## src/rtl/ks_adder_pipe.sv

```systemverilog
// ks_adder_pipe: pipelined Kogge-Stone add/sub with valid/ready flow control
// Optional signed-overflow output ovf enabled by defining KS_ADDER_OVF_EN.
module ks_adder_pipe #(
  parameter int WIDTH = 8,
  parameter int LEVELS_PER_STAGE = 1
) (
  input  logic             clk,
  input  logic             rst_n,
  input  logic             in_valid,
  output logic             in_ready,
  input  logic [WIDTH-1:0] a,
  input  logic [WIDTH-1:0] b,
  input  logic             cin,
  input  logic             sub,
  output logic             out_valid,
  input  logic             out_ready,
  output logic [WIDTH-1:0] sum,
`ifdef KS_ADDER_OVF_EN
  output logic             ovf,
`endif
  output logic             cout
);
  localparam int L = $clog2(WIDTH);
  localparam int NS = (L + LEVELS_PER_STAGE - 1) / LEVELS_PER_STAGE + 1;
  localparam int NR = NS - 1;

  // Applies the prefix levels owned by pipeline stage s; positions without a predecessor pass through.
  function automatic logic [2*WIDTH-1:0] prefix(input logic [WIDTH-1:0] g, input logic [WIDTH-1:0] p, input int s);
    logic [WIDTH-1:0] go, po, gq, pq;
    go = g;
    po = p;
    for (int lv = 0; lv < L; lv++) begin
      if (lv / LEVELS_PER_STAGE == s - 1) begin
        gq = go;
        pq = po;
        for (int i = 0; i < WIDTH; i++)
          if (i >= (1 << lv)) begin
            go[i] = gq[i] | (pq[i] & gq[i - (1 << lv)]);
            po[i] = pq[i] & pq[i - (1 << lv)];
          end
      end
    end
    return {go, po};
  endfunction

  logic [NS-1:0] v, vin, ld, adv, en;
  logic [WIDTH-1:0] gr [NR], pr [NR], pp [NR], ng [NR], np [NR], npp [NR];
  logic c0r [NR], nc0 [NR];
  logic [WIDTH-1:0] bx, fg, carry;

  always_comb begin
    vin = {v[NS-2:0], in_valid};
    adv = '0;
    ld = '0;
    adv[NS-1] = v[NS-1] & out_ready;
    ld[NS-1] = !v[NS-1] | adv[NS-1];
    for (int s = NS - 2; s >= 0; s--) begin
      adv[s] = v[s] & ld[s+1];
      ld[s] = !v[s] | adv[s];
    end
    en = ld & vin;
  end

  assign in_ready = ld[0];
  assign out_valid = v[NS-1];

  // c0 is folded into bit 0's generate, so prefix G[i] is the carry out of bit i.
  always_comb begin
    bx = sub ? ~b : b;
    nc0[0] = sub | cin;
    np[0] = a ^ bx;
    npp[0] = np[0];
    ng[0] = (a & bx) | {{(WIDTH-1){1'b0}}, np[0][0] & nc0[0]};
    for (int s = 1; s < NR; s++) begin
      {ng[s], np[s]} = prefix(gr[s-1], pr[s-1], s);
      npp[s] = pp[s-1];
      nc0[s] = c0r[s-1];
    end
    fg = WIDTH'(prefix(gr[NR-1], pr[NR-1], NS - 1) >> WIDTH);
    carry = {fg[WIDTH-2:0], c0r[NR-1]};
  end

  always_ff @(posedge clk or negedge rst_n)
    if (!rst_n) v <= '0;
    else v <= (v & ~ld) | en;

  always_ff @(posedge clk)
    for (int s = 0; s < NR; s++)
      if (en[s]) begin
        gr[s] <= ng[s];
        pr[s] <= np[s];
        pp[s] <= npp[s];
        c0r[s] <= nc0[s];
      end

  always_ff @(posedge clk or negedge rst_n)
    if (!rst_n) begin
      sum <= '0;
      cout <= 1'b0;
`ifdef KS_ADDER_OVF_EN
      ovf <= 1'b0;
`endif
    end else if (en[NS-1]) begin
      sum <= pp[NR-1] ^ carry;
      cout <= fg[WIDTH-1];
`ifdef KS_ADDER_OVF_EN
      ovf <= carry[WIDTH-1] ^ fg[WIDTH-1];
`endif
    end
endmodule
```

## config.mk

```make
export PLATFORM = sky130hd
export DESIGN_NAME = ks_adder_pipe
export DESIGN_NICKNAME = d
export VERILOG_FILES = /design/src/rtl/ks_adder_pipe.sv
export SDC_FILE = /design/constraint.sdc
export NUM_CORES = 1
export LEC_CHECK = 0
export BUFFER_PORTS_ARGS = -buffer_cell sky130_fd_sc_hd__buf_2
export CAP_MARGIN = 10
export CORE_MARGIN = 10
export CORE_UTILIZATION = 30
export CTS_CLUSTER_SIZE = 10
export DETAILED_ROUTE_END_ITERATION = 10
export SLEW_MARGIN = 5
export SYNTH_ARGS = -nofsm -noshare
export SYNTH_HDL_FRONTEND = slang
export SYNTH_SLANG_ARGS = --single-unit
```

## constraint.sdc

```tcl
create_clock -name clk -period 4.7 [get_ports clk]
set_input_delay 0.47 -clock clk [delete_from_list [all_inputs] [get_ports clk]]
set_output_delay 0.47 -clock clk [all_outputs]
set_load 0.05 [all_outputs]
```

Word-level counts from Yosys, hierarchy flattened
Memories as Yosys holds them, arrays and structs flattened.
Index checks and enable logic that the tools add are counted.
Cells by class
  reduce and logical (&&, ||, !) cells: 4
  muxes and demuxes: 7
  bitwise operators: 66
Operators with widths (count)
  1-bit AND: 35
  1-bit OR: 22
  8-bit bitwise XOR: 2
  4-bit AND: 2
  8-bit AND: 1
  8-bit two-way mux: 1
  8-bit NOT: 1
  8-bit by 1-bit OR with 8-bit output: 1
  1-bit two-way mux: 6
  1-bit zero test: 4
  4-bit NOT: 1
  4-bit OR: 1
Word-level totals
  input bits: 22
  register bits after elaboration: 13
  memories kept: 4
  output and inout bits: 11
  memory bits (writable): 75
Memories
  gr: depth 3, width 8, rd ports 3, clocked after Yosys merged registers in 0, write ports 3, line 47  | logic [WIDTH-1:0] gr [NR], pr [NR], pp [NR], ng [NR], np [NR], npp [NR];
  pp: depth 3, width 8, rd ports 3, clocked after Yosys merged registers in 0, write ports 3, line 47
  pr: depth 3, width 8, rd ports 3, clocked after Yosys merged registers in 0, write ports 3, line 47
  c0r: depth 3, width 1, rd ports 3, clocked after Yosys merged registers in 0, write ports 3, line 48  | logic c0r [NR], nc0 [NR];

Logic depth before layout (Yosys ltp)
Gate-level depths: netlist of the first run.
  word-level depth: 11
  gate-level depth with buffers: 4

Worst setup path before layout of the first run
No wires, ideal clock.
  path type: reg2reg
  from: register (tool-made name)
  to: memory c0r[0][0], enable pin
  data required time: 4376 ps
  setup slack: 2694 ps
  library setup time: 324 ps
  period minus slack after synthesis: 2006 ps
  cell stages (with the launch flop): 4
  arrival time: 1682 ps
  cell sequence: dfrtp_1 -> and3b_1 -> nand3_2 -> and2_1
RTL lines (line)
  to (decl): 48

==> summary.txt, run 1 <==
TIMING
------------------------------------------------------------------------------------------------------
Transition at the pin with the smallest max-transition slack                                    956 ps
Number of setup violations in the final report                                                       0
Setup skew after layout                                                                        11.8 ps
Tightest slew margin relative to the limit                                                       36.2%
Min setup slack post-route                                                                     2790 ps
Final critical delay including setup and external delays                                       1910 ps
Final cycle utilization of the critical path                                                     40.5%
Setup TNS                                                                                         0 ps
Count of pins over their slew limit                                                                  0
Maximum clock rate                                                                             525 MHz
RSZ-0062 raised after global routing                                                             false
Number of endpoints with negative hold slack in the final report                                     0

SYNTHESIS
------------------------------------------------------------------------------------------------------
Summed instance area of the synthesized netlist                                               2800 um2
Number of cells produced by synthesis                                                              151
Mapped Avg Cell Area                                                                          18.5 um2
Yosys warns                                                                                          0
Post-synthesis sequential element count                                                             74
Fraction of the yosys area taken by sequential cells                                             77.2%
Cell variety after synth                                                                            20
Synth Net Count                                                                                    181

FLOORPLAN
------------------------------------------------------------------------------------------------------
Floorplan Core Area                                                                           9150 um2
Cell row count                                                                                      35
Die outline area                                                                             13600 um2
Initial core utilization                                                                         30.5%
Die X-Extent                                                                                    117 um
Top-level port count                                                                                33
Die Ht                                                                                          117 um

POWER AND IR DROP
------------------------------------------------------------------------------------------------------
Overall power consumption                                                                      1.67 mW
Total power density per cell area                                                           505 nW/um2
Worst-case vdd ir drop                                                                        0.176 mV
Static power due to leakage                                                                    1.29 nW

CTS
------------------------------------------------------------------------------------------------------
Number of gates resized after cts                                                                    0
Number of hold buffers added after cts                                                               0
Post-CTS Setup Repair Bufs                                                                           0
Number of buffers created by CTS                                                                     9
Clock sink count                                                                                    74
H-tree level count                                                                                   3
CTS tree                                                                                           yes
Skew-Pair Late Insertion Delay                                                                  330 ps
Number of buffers on the longest clock path                                                          2
Clock Tree Root                                                                               clkbuf_8
Clock transition at the register clock pins on the worst setup and hold paths after CTS          80 ps

PLACED DESIGN
------------------------------------------------------------------------------------------------------
Worst slack at placement                                                                       2650 ps
Final weighted congestion of routability-driven global placement                                 0.719
Detailed Place HPWL                                                                            2910 um
Buffers added on ports                                                                              32

STATUS
------------------------------------------------------------------------------------------------------
Outcome                                                                                   finished clean

FINISH
------------------------------------------------------------------------------------------------------
Synthesis-to-finish area growth                                                                  17.9%
Most common cell after layout, fill and taps aside                                            edfxtp_1
Layout net count                                                                                   223
Core occupancy in the finished layout                                                            36.0%
Share of cells above drive strength 1                                                            29.3%
Area occupied by multi-input gates                                                             631 um2
Count of inserted antenna diode cells                                                                0
Storage element area                                                                          2160 um2
Highest-count cells in the layout ignoring fill and taps                                  edfxtp_1, buf_2, a21o_1
Fillers                                                                                            871

GLOBAL ROUTING
------------------------------------------------------------------------------------------------------
Antenna violations before repair                                                                     0
Total congestion overflow after global routing                                                       0
Wire length of the first global-routing pass                                                   6570 um
Largest net degree at the start of global routing                                                   24
Global routing usage summed across all routing layers                                            6.32%
Via count of the first global-routing pass                                                        1352

ROUTE
------------------------------------------------------------------------------------------------------
DRT Wirelength                                                                                 3890 um
Vias per cell                                                                                     4.03
Remaining antenna violation count                                                                    0
DRC viols                                                                                            0
DR vias                                                                                           1245
Average wire length per cell after detail routing                                              12.6 um
Number of search-and-repair iterations in the first detailed-routing pass                            4
First DRT Iteration DRCs                                                                            29

WORST SETUP PATH
------------------------------------------------------------------------------------------------------
Reg-to-reg slack, setup                                                                        2790 ps
Required time of the critical path                                                             4650 ps
Nature of the critical path startpoint                                                       flip-flop
Worst r2r path cells                                                                                 3
Crit path DAT                                                                                  1850 ps
Crit Path Max Fanout                                                                                23
Critical R2R Capture                                                                      pr[0][13]$_DFFE_PP_
CP Capture Type                                                                              flip-flop
Category of the critical setup timing path                                                     reg2reg

WORST HOLD PATH
------------------------------------------------------------------------------------------------------
Min-Delay Path Class                                                                          in2async

RUN
------------------------------------------------------------------------------------------------------
Max-capacitance violation count                                                                      0

-- layer usage --
metal | track usage [%] | part of all wire, % | up-vias
met4 | 4.25 | 2.2 | 0
met5 | 0 | 0 | -
met2 | 8.90 | 42 | 37
li1 | - | - | 647
met1 | 7.96 | 50 | 553
met3 | 2.26 | 6.0 | 8
-- cells by family after synthesis --
group                      count (synthesis)  synth area share (%)
and+or+nand+nor                           24                  5.86
DFF                                       74                  77.2
buffers and inverters                      1                 0.269
AOI/OAI and AO/OA                         20                  4.88
muxes                                      8                  3.22
adders and majority gates                  8                  3.58
xor gates and xnor gates                  16                  5.01
-- flip-flops by register name (all words and copies together) (netlist names), named ones only --
| signal | count |
|---|---|
| c0r | 3 |
| pr | 18 |
| cout | 1 |
| pp | 16 |
| gr | 24 |
| sum | 8 |
-- where the power goes --
part | switching, mW | leakage [nW] | internal (mW)
clock network | 0.213 | 0.106 | 0.296
registers | 0.0464 | 0.739 | 0.833
logic | 0.190 | 0.450 | 0.0872
-- cell usage after synthesis (all sizes together) --
| cell type | instances | area [um2] |
|---|---|---|
| mux2 | 8 | 90.1 |
| a31oi | 1 | 6.26 |
| nand3b | 1 | 7.51 |
| buf | 1 | 7.51 |
| a21oi | 5 | 25.0 |
| ha | 8 | 100 |
| and3b | 1 | 8.76 |
| or2b | 1 | 7.51 |
| dfrtp | 13 | 325 |
| nand2b | 4 | 32.5 |
| xnor2 | 3 | 26.3 |
| nand2 | 2 | 10.0 |
| a21o | 14 | 105 |
| edfxtp | 61 | 1830 |
| xor2 | 13 | 114 |
| and2 | 13 | 81.3 |
| or2 | 1 | 6.26 |
| nand3 | 1 | 10.0 |
-- critical path: stages (launching register included) --
cell and delay (ps):
dfrtp_1 440, and3b_1 240, nand2_1 90, and2_1 760
-- stage by stage --
step,instance area [um2],std cells,hold WS (ps)
finish,3300,309,20.2
global route,3300,309,22.9
global placement,3090,293,377
detailed placement,3090,293,378
CTS,3300,309,16.0
floorplan,2800,151,174
-- worst max path at each step --
stage / slack (ps) / start / cells after the start / to
finish: 2790 / flip-flop / 3 / pr[0][13]$_DFFE_PP_
global route: 2640 / flip-flop / 3 / gr[0][11]$_DFFE_PP_
CTS: 2750 / flip-flop / 3 / pr[0][12]$_DFFE_PP_
detailed placement: 2650 / out_ready / 4 / gr[0][14]$_DFFE_PP_
global placement: 2670 / out_ready / 4 / gr[0][14]$_DFFE_PP_
floorplan: 2690 / flip-flop / 3 / c0r[0][0]$_DFFE_PP_
-- layout make-up --
class / count / area share (%)
multi-input combinational: 76 / 19.1
clock buffer: 10 / 3.87
timing repair buffer: 32 / 4.86
tap: 111 / 4.21
clock inverter: 6 / 2.50
sequential: 74 / 65.4
Note: power is estimated with default switching activity, not from simulation.
==> inputs of run 2 (changes only) <==
- ABC_AREA: not set -> 1
- clock period: 4.7 -> 1.8 ns (I/O delays scaled with it)
==> summary.txt, run 2 <==
STATUS
------------------------------------------------------------------------------------------------------
Outcome                                                                                   finished clean   unchanged

SYNTHESIS
------------------------------------------------------------------------------------------------------
Largest cells by area after synthesis                                                     edfxtp_1, dfrtp_1, nand2_1   was edfxtp_1, dfrtp_1, xor2_1
Yosys warns                                                                                          0   unchanged
Async SR Flop Fraction                                                                           17.6%   unchanged
Summed instance area of the synthesized netlist                                               2860 um2   was 2800 um2
Post-synth EDFFs                                                                                    61   unchanged
Fraction of the yosys area taken by sequential cells                                             75.4%   was 77.2%
Mapped Avg Cell Area                                                                          13.8 um2   was 18.5 um2
Leading cell type by number of instances after synthesis                                      edfxtp_1   unchanged
Post-synth top area share                                                                        64.0%   was 65.5%
Area leader, netlist                                                                          edfxtp_1   unchanged
Primary FF master, synth                                                                      edfxtp_1   unchanged
Cell variety after synth                                                                            17   was 20
Number of cells produced by synthesis                                                              207   was 151
Synth Net Count                                                                                    237   was 181
Top cell types by occurrence after synthesis                                              edfxtp_1, nand2_1, inv_1   was edfxtp_1, a21o_1, and2_1, dfrtp_1, xor2_1
Post-synthesis sequential element count                                                             74   unchanged

CTS
------------------------------------------------------------------------------------------------------
Clock Tree Root                                                                               clkbuf_8   unchanged
Skew-Pair Late Insertion Delay                                                                  340 ps   was 330 ps
Clock sink count                                                                                    74   unchanged
Number of buffers created by CTS                                                                     9   unchanged
CTS tree                                                                                           yes   unchanged
Clock transition at the register clock pins on the worst setup and hold paths after CTS          70 ps   was 80 ps
Post-CTS Setup Repair Bufs                                                                           0   unchanged
H-tree level count                                                                                   3   unchanged
Number of buffers on the longest clock path                                                          2   unchanged

FLOORPLAN
------------------------------------------------------------------------------------------------------
Die X-Extent                                                                                    118 um   was 117 um
Die Ht                                                                                          118 um   was 117 um
Floorplan Core Area                                                                           9280 um2   was 9150 um2
Top-level port count                                                                                33   unchanged
Cell row count                                                                                      35   unchanged
Initial core utilization                                                                         30.8%   was 30.5%
Die outline area                                                                             13800 um2   was 13600 um2

TIMING
------------------------------------------------------------------------------------------------------
RSZ-0062 raised after global routing                                                             false   unchanged
Setup TNS                                                                                         0 ps   unchanged
Final cycle utilization of the critical path                                                     83.6%
Number of setup violations in the final report                                                       0   unchanged
Count of pins over their slew limit                                                                  0   unchanged
Number of endpoints with negative hold slack in the final report                                     0   unchanged
Maximum clock rate                                                                             664 MHz
Final critical delay including setup and external delays                                       1510 ps
Worst hold slack across all endpoints                                                          54.8 ps   was 20.2 ps
Transition at the pin with the smallest max-transition slack                                    341 ps   was 956 ps
Tightest slew margin relative to the limit                                                       77.3%   was 36.2%
Setup skew after layout                                                                        7.00 ps   was 11.8 ps

POWER AND IR DROP
------------------------------------------------------------------------------------------------------
Cell internal power dissipation                                                                3.29 mW   was 1.22 mW
Switching fraction of total power                                                                30.8%   was 27.0%
P_sw                                                                                           1.46 mW   was 0.449 mW
Register share of total power                                                                    50.8%   was 52.8%
Total power density per cell area                                                          1390 nW/um2   was 505 nW/um2
Comb power frac                                                                                  20.2%   was 16.6%
Share of power burned in the clock network                                                       28.9%   was 30.6%
Worst-case vdd ir drop                                                                        0.383 mV   was 0.176 mV
Static power due to leakage                                                                    1.52 nW   was 1.29 nW

FINISH
------------------------------------------------------------------------------------------------------
Share of cells above drive strength 1                                                            20.6%   was 29.3%
Synthesis-to-finish area growth                                                                  19.3%   was 17.9%
Largest registers                                                                         gr (24), pr (18), pp (16)   unchanged
Count of inserted antenna diode cells                                                                0   unchanged
Most common cell after layout, fill and taps aside                                            edfxtp_1   unchanged
Fillers                                                                                            930   was 871
Layout net count                                                                                   282   was 223
Highest-count cells in the layout ignoring fill and taps                                  edfxtp_1, nand2_1, buf_2, inv_1, dfrtp_1   was edfxtp_1, buf_2, a21o_1
Max reg flops                                                                                       24   unchanged
Register with the highest flop count                                                                gr   unchanged

WORST SETUP PATH
------------------------------------------------------------------------------------------------------
Nature of the critical path startpoint                                                       flip-flop   unchanged
Crit path DAT                                                                                  1330 ps   was 1850 ps
Category of the critical setup timing path                                                     reg2out   was reg2reg
Required time of the critical path                                                             1620 ps   was 4650 ps
Crit Path Max Fanout                                                                                 5   was 23
CP Capture Type                                                                           primary output   was flip-flop

GLOBAL ROUTING
------------------------------------------------------------------------------------------------------
Antenna violations before repair                                                                     0   unchanged
Global routing usage summed across all routing layers                                            6.45%   was 6.32%
Wire length of the first global-routing pass                                                   7120 um   was 6570 um
Total congestion overflow after global routing                                                       0   unchanged
Via count of the first global-routing pass                                                        1534   was 1352
Largest net degree at the start of global routing                                                   24   unchanged

ROUTE
------------------------------------------------------------------------------------------------------
DRC viols                                                                                            0   unchanged
Vias per cell                                                                                     3.81   was 4.03
First DRT Iteration DRCs                                                                            76   was 29
DR vias                                                                                           1472   was 1245
Average wire length per cell after detail routing                                              10.8 um   was 12.6 um
Remaining antenna violation count                                                                    0   unchanged
Number of search-and-repair iterations in the first detailed-routing pass                            4   unchanged
DRT Wirelength                                                                                 4170 um   was 3890 um

PLACED DESIGN
------------------------------------------------------------------------------------------------------
Final weighted congestion of routability-driven global placement                                 0.726   was 0.719
Buffers added on ports                                                                              32   unchanged
Detailed Place HPWL                                                                            3110 um   was 2910 um

WORST HOLD PATH
------------------------------------------------------------------------------------------------------
Min-Delay Path Class                                                                            in2reg   was in2async

RUN
------------------------------------------------------------------------------------------------------
Max-capacitance violation count                                                                      0   unchanged

## run 2: cell types whose count changed after synthesis, sizes merged, moves of 2 or more
cell	before	now
a21oi	5	2
nand3	1	7
nand2b	4	0
a21o	14	7
nor2	0	2
o21ai	0	6
inv	0	30
mux2	8	0
and2	13	0
xor2	13	8
xnor2	3	5
nand2	2	54
## run 2: critical path, cell delays in order, from the launching register on
cell     delay, ps
dfrtp_1        420
nand4_1        170
inv_1           60
nand2_1         70
buf_2          270
## run 2: final timing paths
kind	cells past startpoint	to	slack, ps	startpoint
max reg2reg	4	pp[0][12]$_DFFE_PP_	490	flip-flop
max	4	in_ready	290	flip-flop
min	3	flip-flop	50	in_valid
min reg2reg	0	pp[0][8]$_DFFE_PP_	420	pr[0][0]$_DFFE_PP_
min in group asynchronous	2	sum[0]$_DFFE_PN0P_	260	rst_n
max in group asynchronous	2	cout$_DFFE_PN0P_	1310	rst_n
## run 2: cell type report
class | count | area (um2) | area share, %
Inverter | 30 | 113 | 3.30
Sequential cell | 74 | 2160 | 63.2
Multi-Input combinational cell | 101 | 572 | 16.8
Timing Repair Buffer | 36 | 193 | 5.65
Clock inverter | 7 | 93.8 | 2.75
Tap cell | 129 | 161 | 4.73
Clock buffer | 9 | 124 | 3.63
## run 2: cell families (layout without fill, tap and decap cells)
group	Yosys count	in the layout	share of synthesized area [%]
AO/OA/AOI/OAI	15	15	3.24
XOR/XNOR	13	13	3.98
adder cells (fa/ha/maj)	8	8	3.50
buffers and inverters	32	82	4.72
flip-flops	74	74	75.4
AND/OR/NAND/NOR	65	65	9.18
## run 2: power groups by stage
stage | Sequential, mW | Clock [mW] | Combinational (mW)
3_3_place_gp | 2.45 | 0 | 0.966
5_1_grt | 2.46 | 1.49 | 1.07
4_1_cts | 2.42 | 1.42 | 0.987
2_1_floorplan | 2.80 | 0 | 0.362
3_5_place_dp | 2.46 | 0 | 0.982
6_report | 2.42 | 1.38 | 0.962
## run 2: routing by layer
metal | up-vias | routed length, um | GRT usage [%]
li1 | 779 | - | -
met5 | - | 0 | 0
met3 | 8 | 224 | 2.88
met1 | 646 | 2170 | 8.28
met2 | 39 | 1680 | 8.60
met4 | 0 | 99 | 3.94
## run 2: what timing repair did
| item | CTS | global route |
|---|---|---|
| hold buffers | 1 | 0 |
| hold endpoints to repair | 13 | 0 |
| gates resized for setup | 0 | 0 |
## run 2: metrics by stage
step / cells / total power, mW / util (%) / setup slack [ps] / area [um2]
3_5_place_dp: 369 / 3.44 / 34.3 / 490 / 3190
3_3_place_gp: 369 / 3.42 / 34.3 / 509 / 3190
4_1_cts: 386 / 4.83 / 36.8 / 271 / 3410
2_1_floorplan: 207 / 3.16 / - / 84.0 / 2860
5_1_grt: 386 / 5.02 / 36.8 / 213 / 3410
6_report: 386 / 4.75 / 36.8 / 295 / 3410
